### config.mk
export PLATFORM = sky130hd
export DESIGN_NAME = vector_alu_pipe
export DESIGN_NICKNAME = d
export VERILOG_FILES = /design/src/rtl/vector_alu_pipe.sv
export SDC_FILE = /design/constraint.sdc
export NUM_CORES = 1
export LEC_CHECK = 0
export ABC_CLOCK_PERIOD_IN_PS = 7400
export CAP_MARGIN = 10
export CELL_PAD_IN_SITES_DETAIL_PLACEMENT = 0
export CELL_PAD_IN_SITES_GLOBAL_PLACEMENT = 1
export CORE_ASPECT_RATIO = 1.75
export CORE_MARGIN = 2
export CORE_UTILIZATION = 40
export DETAILED_ROUTE_END_ITERATION = 12
export PLACE_DENSITY_LB_ADDON = 0.1
export SETUP_SLACK_MARGIN = 0.1
export SLEW_MARGIN = 20
export SYNTH_ARGS = -nofsm -noshare
export SYNTH_HDL_FRONTEND = slang
export SYNTH_SLANG_ARGS = --single-unit
### constraint.sdc
create_clock -name clk -period 7.4 [get_ports clk]
set_input_delay 1.48 -clock clk [delete_from_list [all_inputs] [get_ports clk]]
set_output_delay 1.48 -clock clk [all_outputs]
set_load 0.02 [all_outputs]
### src/rtl/vector_alu_pipe.sv
// vector_alu_pipe: 2-stage valid/ready SIMD ALU, LANES independent DATA_W-bit lanes.
// Define VALU_SATURATE_EN for unsigned saturation of add, sub and add-4.
module vector_alu_pipe #(
    parameter int DATA_W = 8,
    parameter int LANES  = 4
) (
    input  logic                      clk,
    input  logic                      rst_n,
    input  logic                      in_valid,
    output logic                      in_ready,
    input  logic [2:0]                op_sel,
    input  logic [LANES*DATA_W-1:0]   operand1,
    input  logic [LANES*DATA_W-1:0]   operand2,
    output logic                      out_valid,
    input  logic                      out_ready,
    output logic [LANES*DATA_W-1:0]   result,
    output logic [LANES-1:0]          neg_flag,
    output logic [LANES-1:0]          zero_flag
);
    localparam int W = LANES * DATA_W;

    logic             s1_valid;
    logic [2:0]       s1_op;
    logic [W-1:0]     s1_a;
    logic [W-1:0]     s1_b;
    logic [W-1:0]     alu_res;
    logic [LANES-1:0] alu_neg;
    logic [LANES-1:0] alu_zero;
    logic             s2_load;

    assign s2_load  = !out_valid || out_ready;
    assign in_ready = !s1_valid || s2_load;

    function automatic logic [DATA_W-1:0] lane_op(
        input logic [2:0]        op,
        input logic [DATA_W-1:0] a,
        input logic [DATA_W-1:0] b
    );
        logic [DATA_W-1:0]   amt;
        logic [2*DATA_W-1:0] rr;
        logic [2*DATA_W-1:0] rl;
        logic [DATA_W-1:0]   add;
        logic [DATA_W-1:0]   sub;
        logic [DATA_W-1:0]   inc;
`ifdef VALU_SATURATE_EN
        logic [DATA_W:0]     sum;
        logic [DATA_W:0]     dif;
        logic [DATA_W:0]     inc_w;
        sum   = {1'b0, a} + {1'b0, b};
        dif   = {1'b0, a} - {1'b0, b};
        inc_w = {1'b0, a} + (DATA_W+1)'(4);
        add   = sum[DATA_W] ? '1 : sum[DATA_W-1:0];
        sub   = dif[DATA_W] ? '0 : dif[DATA_W-1:0];
        inc   = inc_w[DATA_W] ? '1 : inc_w[DATA_W-1:0];
`else
        add = a + b;
        sub = a - b;
        inc = a + DATA_W'(4);
`endif
        // Rotating the doubled word keeps amount 0 an exact identity.
        amt = DATA_W'(b % DATA_W);
        rr  = {a, a} >> amt;
        rl  = {a, a} << amt;
        case (op)
            3'b001:  return a ^ b;
            3'b010:  return add;
            3'b011:  return sub;
            3'b100:  return a * b;
            3'b101:  return rr[DATA_W-1:0];
            3'b110:  return rl[2*DATA_W-1 -: DATA_W];
            3'b111:  return inc;
            default: return '0;
        endcase
    endfunction

    for (genvar i = 0; i < LANES; i++) begin : g_lane
        assign alu_res[i*DATA_W +: DATA_W] = lane_op(s1_op, s1_a[i*DATA_W +: DATA_W], s1_b[i*DATA_W +: DATA_W]);
        assign alu_zero[i] = alu_res[i*DATA_W +: DATA_W] == '0;
        assign alu_neg[i]  = (s1_a[i*DATA_W + DATA_W - 1] != alu_res[i*DATA_W + DATA_W - 1]) && !alu_zero[i];
    end

    always_ff @(posedge clk or negedge rst_n) begin
        if (!rst_n) begin
            s1_valid  <= 1'b0;
            s1_op     <= '0;
            s1_a      <= '0;
            s1_b      <= '0;
            out_valid <= 1'b0;
            result    <= '0;
            neg_flag  <= '0;
            zero_flag <= '0;
        end else begin
            if (in_ready) s1_valid <= in_valid;
            if (in_ready && in_valid) begin
                s1_op <= op_sel;
                s1_a  <= operand1;
                s1_b  <= operand2;
            end
            if (s2_load) out_valid <= s1_valid;
            if (s2_load && s1_valid) begin
                result    <= alu_res;
                neg_flag  <= alu_neg;
                zero_flag <= alu_zero;
            end
        end
    end
endmodule

==> results of run 1 <==
## flip-flops by register name, indices dropped and copies added (netlist names)
| signal | flops |
|---|---|
| result | 32 |
| neg_flag | 4 |
| s1_a | 32 |
| s1_b | 32 |
| out_valid | 1 |
| s1_valid | 1 |
| s1_op | 3 |
| zero_flag | 4 |
## cells in the final DEF (no fill, tap or decap), drive strengths merged, types with 6 or more instances in the layout
cell type | synthesis | final
clkbuf | 71 | 11
o21ai | 65 | 65
xnor2 | 90 | 90
buf | 51 | 33
nor3 | 27 | 27
nor2 | 112 | 112
nor2b | 13 | 13
o221ai | 10 | 10
nand2b | 16 | 16
o21a | 9 | 9
a221oi | 12 | 12
and2 | 39 | 39
mux2 | 87 | 87
a21o | 14 | 14
o22ai | 9 | 9
fa | 52 | 52
nor4 | 6 | 6
and3 | 13 | 13
xor2 | 24 | 24
a31oi | 8 | 8
a211oi | 19 | 19
mux2i | 40 | 40
dfrtp | 109 | 109
clkdlybuf4s50 | 0 | 111
o31ai | 6 | 6
mux4 | 41 | 41
a211o | 6 | 6
nand2 | 161 | 161
ha | 116 | 116
nand3 | 17 | 17
a22oi | 23 | 23
o211ai | 9 | 9
inv | 127 | 129
a21oi | 54 | 54
a2111oi | 7 | 7
o32ai | 9 | 9
## layer usage
metal  GRT usage (%)  vias to the layer above  wire length, um  part of all wire, %
met4            13.5                        0             2450                  5.3
met5               0                        -                0                    0
met2            47.1                      417            24100                   53
li1                -                     5466                -                    -
met3            3.35                      122             2000                  4.4
met1            30.5                     5834            17300                   38
## final cells by class
cell class | instances | area (um2)
Fill cell | 3338 | 18400
Timing Repair Buffer | 144 | 1380
Clock buffer | 11 | 243
Clock inverter | 5 | 57.6
Sequential cell | 109 | 2730
Multi-Input combinational cell | 1178 | 9900
Tap cell | 455 | 569
Inverter | 130 | 488
## per-stage QoR
step	hold WS, ns	cells	worst slack, ns	utilization [%]	instance area [um2]
2_1_floorplan	0.471	1539	2.48	-	13700
3_3_place_gp	0.460	2015	2.03	44.6	15000
3_5_place_dp	0.461	2015	2.02	44.6	15000
4_1_cts	0.479	2031	1.96	45.5	15300
5_1_grt	0.496	2032	1.59	45.5	15400
6_report	0.472	2032	2.01	45.5	15400
## cell families (layout without fill, tap and decap cells)
| kind of cell | Yosys count | after routing | synth area share, % |
|---|---|---|---|
| DFF | 109 | 109 | 19.9 |
| and+or+nand+nor | 433 | 433 | 14.8 |
| xor gates and xnor gates | 114 | 114 | 7.30 |
| muxes | 168 | 168 | 17.0 |
| buffers and inverters | 252 | 290 | 7.78 |
| AOI/OAI and AO/OA | 295 | 295 | 14.9 |
| adders and majority gates | 168 | 168 | 18.2 |
## power breakdown
group,leakage (nW),switching [W],internal (W)
Combinational,5.22,0.00186,0.00151
Sequential,1.30,0.000265,0.000736
Clock,0.150,0.000253,0.000273
## worst max-delay path by stage
stage,startpoint,endpoint,slack (ns),cells after the start
6_report,s1_b[18]$_DFFE_PN0P_,neg_flag[2]$_DFFE_PN0P_,2.01,17
5_1_grt,s1_b[26]$_DFFE_PN0P_,neg_flag[3]$_DFFE_PN0P_,1.59,16
4_1_cts,s1_b[18]$_DFFE_PN0P_,neg_flag[2]$_DFFE_PN0P_,1.96,17
3_5_place_dp,s1_b[18]$_DFFE_PN0P_,neg_flag[2]$_DFFE_PN0P_,2.02,18
3_3_place_gp,s1_b[18]$_DFFE_PN0P_,neg_flag[2]$_DFFE_PN0P_,2.03,17
2_1_floorplan,s1_b[10]$_DFFE_PN0P_,neg_flag[1]$_DFFE_PN0P_,2.48,20
## critical path, stage by stage, from the launching register on
cell                        delay, ns
sky130_fd_sc_hd__dfrtp_1         0.58
sky130_fd_sc_hd__buf_4           0.30
sky130_fd_sc_hd__clkinv_1        0.30
sky130_fd_sc_hd__nor2_1          0.20
sky130_fd_sc_hd__ha_1            0.19
sky130_fd_sc_hd__fa_1            0.41
sky130_fd_sc_hd__ha_1            0.29
sky130_fd_sc_hd__inv_1           0.05
sky130_fd_sc_hd__fa_1            0.53
sky130_fd_sc_hd__inv_1           0.07
sky130_fd_sc_hd__fa_1            0.46
sky130_fd_sc_hd__xnor2_1         0.29
sky130_fd_sc_hd__o32ai_1         0.14
sky130_fd_sc_hd__a2111oi_0       0.43
sky130_fd_sc_hd__nand3_1         0.21
sky130_fd_sc_hd__or4_1           0.58
sky130_fd_sc_hd__or3b_1          0.19
sky130_fd_sc_hd__a21oi_1         0.06
==> run summary, run 1 <==
Synth
- **number of library cell types mapped by synthesis** 74
- **share of the synthesized area in the top cell type** 19.9%
- **#FFs+latches synth** 109
- **cell area after synthesis** 0.0137 mm2
- **fraction of registers with async set or reset after synthesis** 100%
- **leading area contributor after synthesis** sky130_fd_sc_hd__dfrtp_1
- **average cell area after synthesis** 8.89 um2
- **proportion of synthesized chip area in sequential cells** 19.9%
- **most used flip-flop cell after synthesis** sky130_fd_sc_hd__dfrtp_1
- **Synth top cells by count** sky130_fd_sc_hd__nand2_1 (161), sky130_fd_sc_hd__inv_1 (126), sky130_fd_sc_hd__ha_1 (116)
- **Yosys Warn Count** 0
- **dominant cell by count in the synthesized netlist** sky130_fd_sc_hd__nand2_1
- **synthesized net count** 1778
- **top post-synthesis cells by area** sky130_fd_sc_hd__dfrtp_1 (20%), sky130_fd_sc_hd__ha_1 (11%), sky130_fd_sc_hd__fa_1 (7.6%), sky130_fd_sc_hd__mux2_2 (7.2%), sky130_fd_sc_hd__mux4_2 (5.8%)
- **number of enable flip-flop cells after synthesis** 0
- **Cells after Synth** 1539

Floorplan
- **initial core utilization** 40.5%
- **y dimension of the die** 249 um
- **number of core rows** 89
- **num ports** 113
- **width of the die** 144 um
- **die area** 0.0357 mm2
- **placeable core region** 0.0337 mm2

Global route
- **maximum number of pins on one net before global-route repair** 75
- **number of antenna violations at the first check in global routing** 0
- **via count of the first global-routing pass** 12200
- **first-pass GRT wire length** 71600 um
- **overflow left after global routing** 0
- **GRT Overall Usage** 26.4%

Critical path
- **CP Capture Type** flop
- **kind of critical path** flop to flop
- **worst-case register-to-register setup slack** 2.01 ns
- **critical register-to-register path endpoint** neg_flag[2]$_DFFE_PN0P_
- **CP required** 7.68 ns
- **type of origin of the critical path** flop
- **FF-to-FF path depth** 17
- **maximum fanout encountered on the critical timing path** 18
- **worst endpoint data arrival time** 5.67 ns
- **Crit Reg-Reg Startpoint** s1_b[18]$_DFFE_PN0P_

Worst hold path
- **hold worst-path end** zero_flag[0]$_DFFE_PN0P_
- **number of cells on the worst hold path** 2
- **startpoint of the lowest-slack hold path** zero_flag[0]$_DFFE_PN0P_
- **class of the tightest hold or removal check** flop to flop

STA
- **number of max-slew violations in the final report** 0
- **total negative setup slack** 0 ns
- **unrepaired setup endpoints after global routing** false
- **fin crit share** 72.9%
- **relative max-transition margin** 28.2%
- **setup clock skew after layout** 0.00895 ns
- **upper clock frequency limit** 185 MHz
- **transition time of the tightest slew-check pin** 1.08 ns
- **final period demand of the worst path** 5.39 ns
- **Final Hold Violating Endpoints** 0
- **setup violation total in the final timing report** 0

Clocking
- **number of buffers added to fix hold violations after cts** 0
- **number of buffers created by CTS** 9
- **Root Buffer** sky130_fd_sc_hd__clkbuf_16
- **number of H-tree levels** 3
- **clk_lat worst skew** 0.39 ns
- **clock tree buffer depth** 2
- **buffer count from post-CTS setup fixing** 0
- **clock tree from TritonCTS** yes
- **cts repair resizes** 0
- **Worst-path clk slew** 0.08 ns
- **count of clock tree sinks** 109

Routing
- **vias after detailed routing** 11839
- **vias per inst** 5.83
- **DRT Wirelength** 45900 um
- **Detailed Route Iter0 Violations** 750
- **number of detailed-route iterations in the first pass** 6
- **mean routed wirelength per cell** 22.6 um
- **number of nets with antenna violations after routing** 0
- **# DRC** 0

Power
- **Leakage** 6.67 nW
- **areal power density over the cells** 318 mW/mm2
- **Pwr Total** 0.00489 W
- **largest voltage drop on the vdd net** 0.000139 V

Layout
- **synthesis-to-finish area growth** 12.4%
- **share of final-layout standard cells stronger than drive strength 1** 11.7%
- **NumNets Final** 1811
- **number of antenna cells inserted** 0

Placement
- **Final Wtd Congestion** 0.919
- **post-DP HPWL** 33800 um
- **count of buffers from port buffering** 112

Run status
- **result of the run** completed

Flow run
- **Max-Cap Viols** 0

No activity file was read; power rests on OpenSTA's default activity.
==> run 2, diff against run 1 <==
Settings changed: ABC_CLOCK_PERIOD_IN_PS 7400 to 4800.
Clock period 7.4 ns to 4.8 ns, I/O delays scaled along.
==> run 2 against run 1 <==
Against the previous run: cell count is 3.8% higher; die area stayed put; non-clock buffer count is 78 higher; combinational power is 67% higher; sequential share of layout area is 0.66 points lower; design area is 4.1% higher; count of clock-buffer cells in the layout is 1 lower; sequential cell count stayed put.
==> run summary, run 2 (synthesis gave the netlist of run 1 again) <==
Routing
- **vias per inst** 5.74, was 5.83
- **vias after detailed routing** 12105, was 11839
- **DRT Wirelength** 47700 um, was 45900 um
- **number of detailed-route iterations in the first pass** 5, was 6
- **number of nets with antenna violations after routing** 0, unchanged
- **# DRC** 0, unchanged
- **Detailed Route Iter0 Violations** 981, was 750
- **mean routed wirelength per cell** 22.6 um, about the same

Power
- **areal power density over the cells** 489 mW/mm2, was 318 mW/mm2
- **Leakage** 7.04 nW, was 6.67 nW
- **largest voltage drop on the vdd net** 0.000220 V, was 0.000139 V

Layout
- **number of antenna cells inserted** 0, unchanged
- **synthesis-to-finish area growth** 17.0%, was 12.4%
- **Layout Cells excl Fill** 2110, was 2032
- **highest-count cells in the layout ignoring fill and taps** sky130_fd_sc_hd__nand2_1 (159), sky130_fd_sc_hd__inv_1 (126), sky130_fd_sc_hd__ha_1 (115), was sky130_fd_sc_hd__nand2_1 (159), sky130_fd_sc_hd__inv_1 (126), sky130_fd_sc_hd__ha_1 (116)
- **fin area** 0.0160 mm2, was 0.0154 mm2
- **share of final-layout standard cells stronger than drive strength 1** 16.6%, was 11.7%
- **Filler cells** 3333, was 3338
- **NumNets Final** 1889, was 1811
- **most frequent standard cell in the layout excluding fill and tap cells** sky130_fd_sc_hd__nand2_1, unchanged
- **registers with the highest flip-flop counts** result x32, s1_a x32, s1_b x32, unchanged

Run status
- **result of the run** completed, unchanged

Critical path
- **critical register-to-register path endpoint** neg_flag[3]$_DFFE_PN0P_, was neg_flag[2]$_DFFE_PN0P_
- **CP Capture Type** flop, unchanged
- **worst endpoint data arrival time** 4.80 ns, was 5.67 ns
- **maximum fanout encountered on the critical timing path** 6, was 18
- **Crit Reg-Reg Startpoint** s1_b[27]$_DFFE_PN0P_, was s1_b[18]$_DFFE_PN0P_
- **kind of critical path** flop to flop, unchanged
- **worst-case register-to-register setup slack** 0.29 ns, was 2.01 ns
- **CP required** 5.09 ns, was 7.68 ns
- **FF-to-FF path depth** 17, unchanged
- **type of origin of the critical path** flop, unchanged

Floorplan
- **number of core rows** 89, unchanged
- **die area** 0.0357 mm2, unchanged
- **num ports** 113, unchanged
- **width of the die** 144 um, unchanged
- **initial core utilization** 40.5%, unchanged
- **y dimension of the die** 249 um, unchanged
- **placeable core region** 0.0337 mm2, unchanged

Worst hold path
- **number of cells on the worst hold path** 2, unchanged
- **class of the tightest hold or removal check** flop to flop, unchanged
- **startpoint of the lowest-slack hold path** zero_flag[0]$_DFFE_PN0P_, unchanged
- **hold worst-path end** zero_flag[0]$_DFFE_PN0P_, unchanged

STA
- **hold slack final** 0.473 ns, was 0.472 ns
- **setup violation total in the final timing report** 0, unchanged
- **total negative setup slack** 0 ns, unchanged
- **upper clock frequency limit** 222 MHz, was 185 MHz
- **number of max-slew violations in the final report** 0, unchanged
- **final period demand of the worst path** 4.51 ns, was 5.39 ns
- **Final Hold Violating Endpoints** 0, unchanged
- **setup clock skew after layout** 0.00861 ns, was 0.00895 ns
- **fin crit share** 93.9%, was 72.9%
- **unrepaired setup endpoints after global routing** true, was false
- **transition time of the tightest slew-check pin** 1.02 ns, was 1.08 ns
- **relative max-transition margin** 31.9%, was 28.2%

Global route
- **overflow left after global routing** 0, unchanged
- **number of antenna violations at the first check in global routing** 0, unchanged
- **first-pass GRT wire length** 73900 um, was 71600 um
- **via count of the first global-routing pass** 12634, was 12200
- **maximum number of pins on one net before global-route repair** 68, was 75
- **GRT Overall Usage** 27.4%, was 26.4%

Clocking
- **count of clock tree sinks** 109, unchanged
- **number of buffers added to fix hold violations after cts** 0, unchanged
- **number of H-tree levels** 3, unchanged
- **Worst-path clk slew** 0.08 ns, about the same
- **clock tree buffer depth** 2, unchanged
- **number of buffers created by CTS** 9, unchanged
- **Root Buffer** sky130_fd_sc_hd__clkbuf_16, unchanged
- **clk_lat worst skew** 0.40 ns, was 0.39 ns
- **clock tree from TritonCTS** yes, unchanged

Placement
- **placed cell areas** 0.0156 mm2, was 0.0150 mm2
- **Final Wtd Congestion** 0.924, was 0.919
- **post-DP HPWL** 36600 um, was 33800 um
- **count of buffers from port buffering** 112, unchanged
- **cell count after placement** 2093, was 2015

Flow run
- **Max-Cap Viols** 0, unchanged

[run 2: cell types whose count changed in the layout (fill, tap and decap cells not counted), sizes merged]
cell / delta
buf: +78
bufinv: -1
inv: +2
clkbuf: -1
[run 2: layer usage]
metal	GRT usage (%)	up-vias	wire length [um]
met5	0	-	0
met2	49.3	380	25300
met3	3.35	137	1850
met4	13.6	0	2560
met1	31.4	5969	18000
li1	-	5619	-
[run 2: critical path: stages, from the launching register on]
cell and delay (ns):
sky130_fd_sc_hd__dfrtp_2 0.45, sky130_fd_sc_hd__buf_4 0.17, sky130_fd_sc_hd__and2_1 0.15, sky130_fd_sc_hd__ha_1 0.20, sky130_fd_sc_hd__fa_1 0.48, sky130_fd_sc_hd__ha_1 0.29
sky130_fd_sc_hd__inv_1 0.05, sky130_fd_sc_hd__fa_1 0.52, sky130_fd_sc_hd__inv_1 0.07, sky130_fd_sc_hd__fa_1 0.45, sky130_fd_sc_hd__a21o_1 0.20, sky130_fd_sc_hd__a21oi_1 0.24
sky130_fd_sc_hd__xnor2_1 0.17, sky130_fd_sc_hd__xnor2_1 0.16, sky130_fd_sc_hd__a221oi_1 0.32, sky130_fd_sc_hd__buf_4 0.20, sky130_fd_sc_hd__o21ai_0 0.07, sky130_fd_sc_hd__o22a_1 0.20
[run 2: repair_timing]
action / 4_1_cts / 5_1_grt
resized for setup: 0 / 17
setup buffers: 0 / 1
setup endpoints to repair: 0 / 8
[run 2: power breakdown]
part | internal (W) | switching [W] | total [W]
registers | 0.00114 | 0.000242 | 0.00138
clock network | 0.000377 | 0.000431 | 0.000808
logic | 0.00253 | 0.00310 | 0.00562
[run 2: how the worst max path moves through the flow]
stage / from / cells after the start / slack, ns / end
CTS: s1_a[10]$_DFFE_PN0P_ / 18 / 0.15 / neg_flag[1]$_DFFE_PN0P_
floorplan: s1_b[10]$_DFFE_PN0P_ / 20 / 0.07 / neg_flag[1]$_DFFE_PN0P_
finish: s1_b[27]$_DFFE_PN0P_ / 17 / 0.29 / neg_flag[3]$_DFFE_PN0P_
global placement: s1_a[10]$_DFFE_PN0P_ / 18 / 0.20 / neg_flag[1]$_DFFE_PN0P_
detailed placement: s1_a[10]$_DFFE_PN0P_ / 18 / 0.18 / neg_flag[1]$_DFFE_PN0P_
global route: s1_b[27]$_DFFE_PN0P_ / 17 / 0.05 / neg_flag[3]$_DFFE_PN0P_
[run 2: area by class of cell]
type | instances | area, um2 | share of cell area [%]
timing repair buffer | 222 | 1960 | 12.3
inverter | 130 | 488 | 3.05
multi-input combinational | 1178 | 9950 | 62.2
clock inverter | 6 | 51.3 | 0.321
clock buffer | 10 | 239 | 1.49
sequential | 109 | 2730 | 17.1
tap | 455 | 569 | 3.56
[run 2: metrics by stage]
stage	util [%]	setup WS (ns)	total power [W]
floorplan	-	0.0684	0.00512
global placement	46.3	0.202	0.00688
detailed placement	46.3	0.177	0.00692
finish	47.4	0.293	0.00781
global route	47.4	0.0502	0.00848
CTS	47.2	0.149	0.00776
==> run 3, diff against run 2 <==
Settings changed: CELL_PAD_IN_SITES_DETAIL_PLACEMENT 0 to not set, CELL_PAD_IN_SITES_GLOBAL_PLACEMENT 1 to not set, PLACE_DENSITY_LB_ADDON 0.1 to not set.
==> run 3 against run 2 <==
Against the previous run: utilization down 0.059 points; wire length down 6.7%; sequential cell count unchanged; via count up 1.4%; clock power down 1%; worst hold slack better by 0.0036 ns; clock skew up 0.013 ns; sequential share of layout area about the same; worst setup slack worse by 0.034 ns; critical endpoint unchanged; highest routed layer unchanged.
==> run summary, run 3 (synthesis gave the netlist of run 1 again) <==
Floorplan
- **y dimension of the die** 249 um, unchanged
- **die area** 0.0357 mm2, unchanged
- **number of core rows** 89, unchanged
- **placeable core region** 0.0337 mm2, unchanged
- **num ports** 113, unchanged
- **width of the die** 144 um, unchanged
- **initial core utilization** 40.5%, unchanged

STA
- **Final Hold Violating Endpoints** 0, unchanged
- **number of max-slew violations in the final report** 0, unchanged
- **hold slack final** 0.477 ns, was 0.473 ns
- **upper clock frequency limit** 220 MHz, was 222 MHz
- **total negative setup slack** 0 ns, unchanged
- **final period demand of the worst path** 4.54 ns, was 4.51 ns
- **setup violation total in the final timing report** 0, unchanged
- **transition time of the tightest slew-check pin** 1.17 ns, was 1.02 ns
- **setup clock skew after layout** 0.0219 ns, was 0.00861 ns
- **fin crit share** 94.6%, was 93.9%
- **unrepaired setup endpoints after global routing** true, unchanged
- **relative max-transition margin** 22.0%, was 31.9%

Layout
- **number of antenna cells inserted** 0, unchanged
- **most frequent standard cell in the layout excluding fill and tap cells** sky130_fd_sc_hd__nand2_1, unchanged
- **NumNets Final** 1883, was 1889
- **share of final-layout standard cells stronger than drive strength 1** 16.6%, about the same
- **registers with the highest flip-flop counts** result x32, s1_a x32, s1_b x32, unchanged
- **highest-count cells in the layout ignoring fill and taps** sky130_fd_sc_hd__nand2_1 (159), sky130_fd_sc_hd__inv_1 (126), sky130_fd_sc_hd__ha_1 (115), unchanged
- **synthesis-to-finish area growth** 16.8%, was 17.0%

Power
- **areal power density over the cells** 486 mW/mm2, was 489 mW/mm2
- **Pwr Total** 0.00776 W, was 0.00781 W
- **Leakage** 7.01 nW, was 7.04 nW
- **largest voltage drop on the vdd net** 0.000253 V, was 0.000220 V

Critical path
- **worst endpoint data arrival time** 4.82 ns, was 4.80 ns
- **critical register-to-register path endpoint** neg_flag[3]$_DFFE_PN0P_, unchanged
- **Buf/Inv on CP** 3, was 4
- **type of origin of the critical path** flop, unchanged
- **maximum fanout encountered on the critical timing path** 7, was 6
- **kind of critical path** flop to flop, unchanged
- **series of cell instances along the critical path** nand2_1, fa_1, fa_1, inv_1, fa_1, inv_1, fa_1, inv_1, ha_1, xnor2_1, a2111oi_2, o31ai_2, nor4_2, and3b_1, o22a_1, was buf_4, and2_1, ha_1, fa_1, ha_1, inv_1, fa_1, inv_1, fa_1, a21o_1, a21oi_1, xnor2_1, xnor2_1, a221oi_1, buf_4, o21ai_0, o22a_1
- **Worst path max stage delay** 0.54 ns, was 0.52 ns
- **CP required** 5.08 ns, was 5.09 ns
- **most used cell, CP** sky130_fd_sc_hd__fa_1, unchanged
- **Crit Reg-Reg Startpoint** s1_a[25]$_DFFE_PN0P_, was s1_b[27]$_DFFE_PN0P_
- **worst-case register-to-register setup slack** 0.26 ns, was 0.29 ns
- **CP delay by family, top** adder cells, unchanged
- **cell with the biggest individual delay on the critical path** sky130_fd_sc_hd__fa_1, unchanged
- **CP Capture Type** flop, unchanged
- **FF-to-FF path depth** 15, was 17

Clocking
- **clk_lat worst skew** 0.40 ns, about the same
- **number of buffers added to fix hold violations after cts** 0, unchanged
- **number of buffers created by CTS** 9, unchanged
- **clock tree buffer depth** 2, unchanged
- **clock tree from TritonCTS** yes, unchanged
- **count of clock tree sinks** 109, unchanged
- **Root Buffer** sky130_fd_sc_hd__clkbuf_16, unchanged
- **Worst-path clk slew** 0.09 ns, was 0.08 ns
- **number of H-tree levels** 3, unchanged

Global route
- **via count of the first global-routing pass** 12554, was 12634
- **maximum number of pins on one net before global-route repair** 60, was 68
- **overflow left after global routing** 0, unchanged
- **number of antenna violations at the first check in global routing** 0, unchanged
- **GRT Overall Usage** 25.6%, was 27.4%
- **first-pass GRT wire length** 70500 um, was 73900 um

Placement
- **post-DP HPWL** 34400 um, was 36600 um
- **Final Wtd Congestion** 0.956, was 0.924
- **count of buffers from port buffering** 112, unchanged

Routing
- **Detailed Route Iter0 Violations** 1051, was 981
- **number of detailed-route iterations in the first pass** 5, unchanged
- **number of nets with antenna violations after routing** 0, unchanged
- **DRT Wirelength** 44500 um, was 47700 um
- **vias per inst** 5.84, was 5.74
- **# DRC** 0, unchanged
- **mean routed wirelength per cell** 21.2 um, was 22.6 um
- **vias after detailed routing** 12279, was 12105

Flow run
- **Max-Cap Viols** 0, unchanged

Run status
- **result of the run** completed, unchanged

Worst hold path
- **class of the tightest hold or removal check** flop to flop, unchanged
- **number of cells on the worst hold path** 2, unchanged
- **hold worst-path end** zero_flag[0]$_DFFE_PN0P_, unchanged
- **startpoint of the lowest-slack hold path** zero_flag[0]$_DFFE_PN0P_, unchanged

==> run 3: layout make-up <==
class                   count  area, um2
clock buffers               9        225
clock inverters             7       73.8
repair buffers            216       1910
well taps                 455        569
flip-flops and latches    109       2740
inverters                 130        488
fillers                  3245      17800
multi-input cells        1178       9980
==> run 3: power breakdown <==
group	internal [W]	switching, W	total [W]
clock network	0.000371	0.000425	0.000796
logic	0.00253	0.00305	0.00557
registers	0.00114	0.000250	0.00139
==> run 3: what timing repair did <==
item,CTS,global route
setup endpoints to repair,0,8
setup buffers,0,4
resized for setup,0,24
==> run 3: tightest hold or removal path: cells and delay by family, from the launching register on <==
family        cells  cell delay, ns
flops             1            0.35
simple gates      2            0.10
==> run 3: worst max-delay path by stage <==
stage,startpoint,to,slack (ns),depth (start not counted)
6_report,s1_a[25]$_DFFE_PN0P_,neg_flag[3]$_DFFE_PN0P_,0.26,15
5_1_grt,s1_a[25]$_DFFE_PN0P_,neg_flag[3]$_DFFE_PN0P_,0.02,15
4_1_cts,s1_a[25]$_DFFE_PN0P_,neg_flag[3]$_DFFE_PN0P_,0.11,15
3_5_place_dp,s1_a[25]$_DFFE_PN0P_,neg_flag[3]$_DFFE_PN0P_,0.15,15
3_3_place_gp,s1_a[18]$_DFFE_PN0P_,neg_flag[2]$_DFFE_PN0P_,0.23,17
2_1_floorplan,s1_b[10]$_DFFE_PN0P_,neg_flag[1]$_DFFE_PN0P_,0.07,20
==> run 3: stage by stage <==
stage | std cells | utilization (%) | area (um2) | setup slack, ns
6_report | 2104 | 47.4 | 16000 | 0.259
5_1_grt | 2104 | 47.4 | 16000 | 0.0229
4_1_cts | 2100 | 47.0 | 15800 | 0.113
3_5_place_dp | 2084 | 46.1 | 15500 | 0.148
3_3_place_gp | 2084 | 46.1 | 15500 | 0.231
2_1_floorplan | 1539 | - | 13700 | 0.0684
==> run 3: layer usage <==
layer  share of wire, %  up-vias  global-route usage [%]
li1                   -     5607                       -
met1                 37     6023                    29.1
met2                 52      488                    45.1
met3                5.1      161                    3.20
met4                6.5        0                    15.1
met5                  0        -                       0
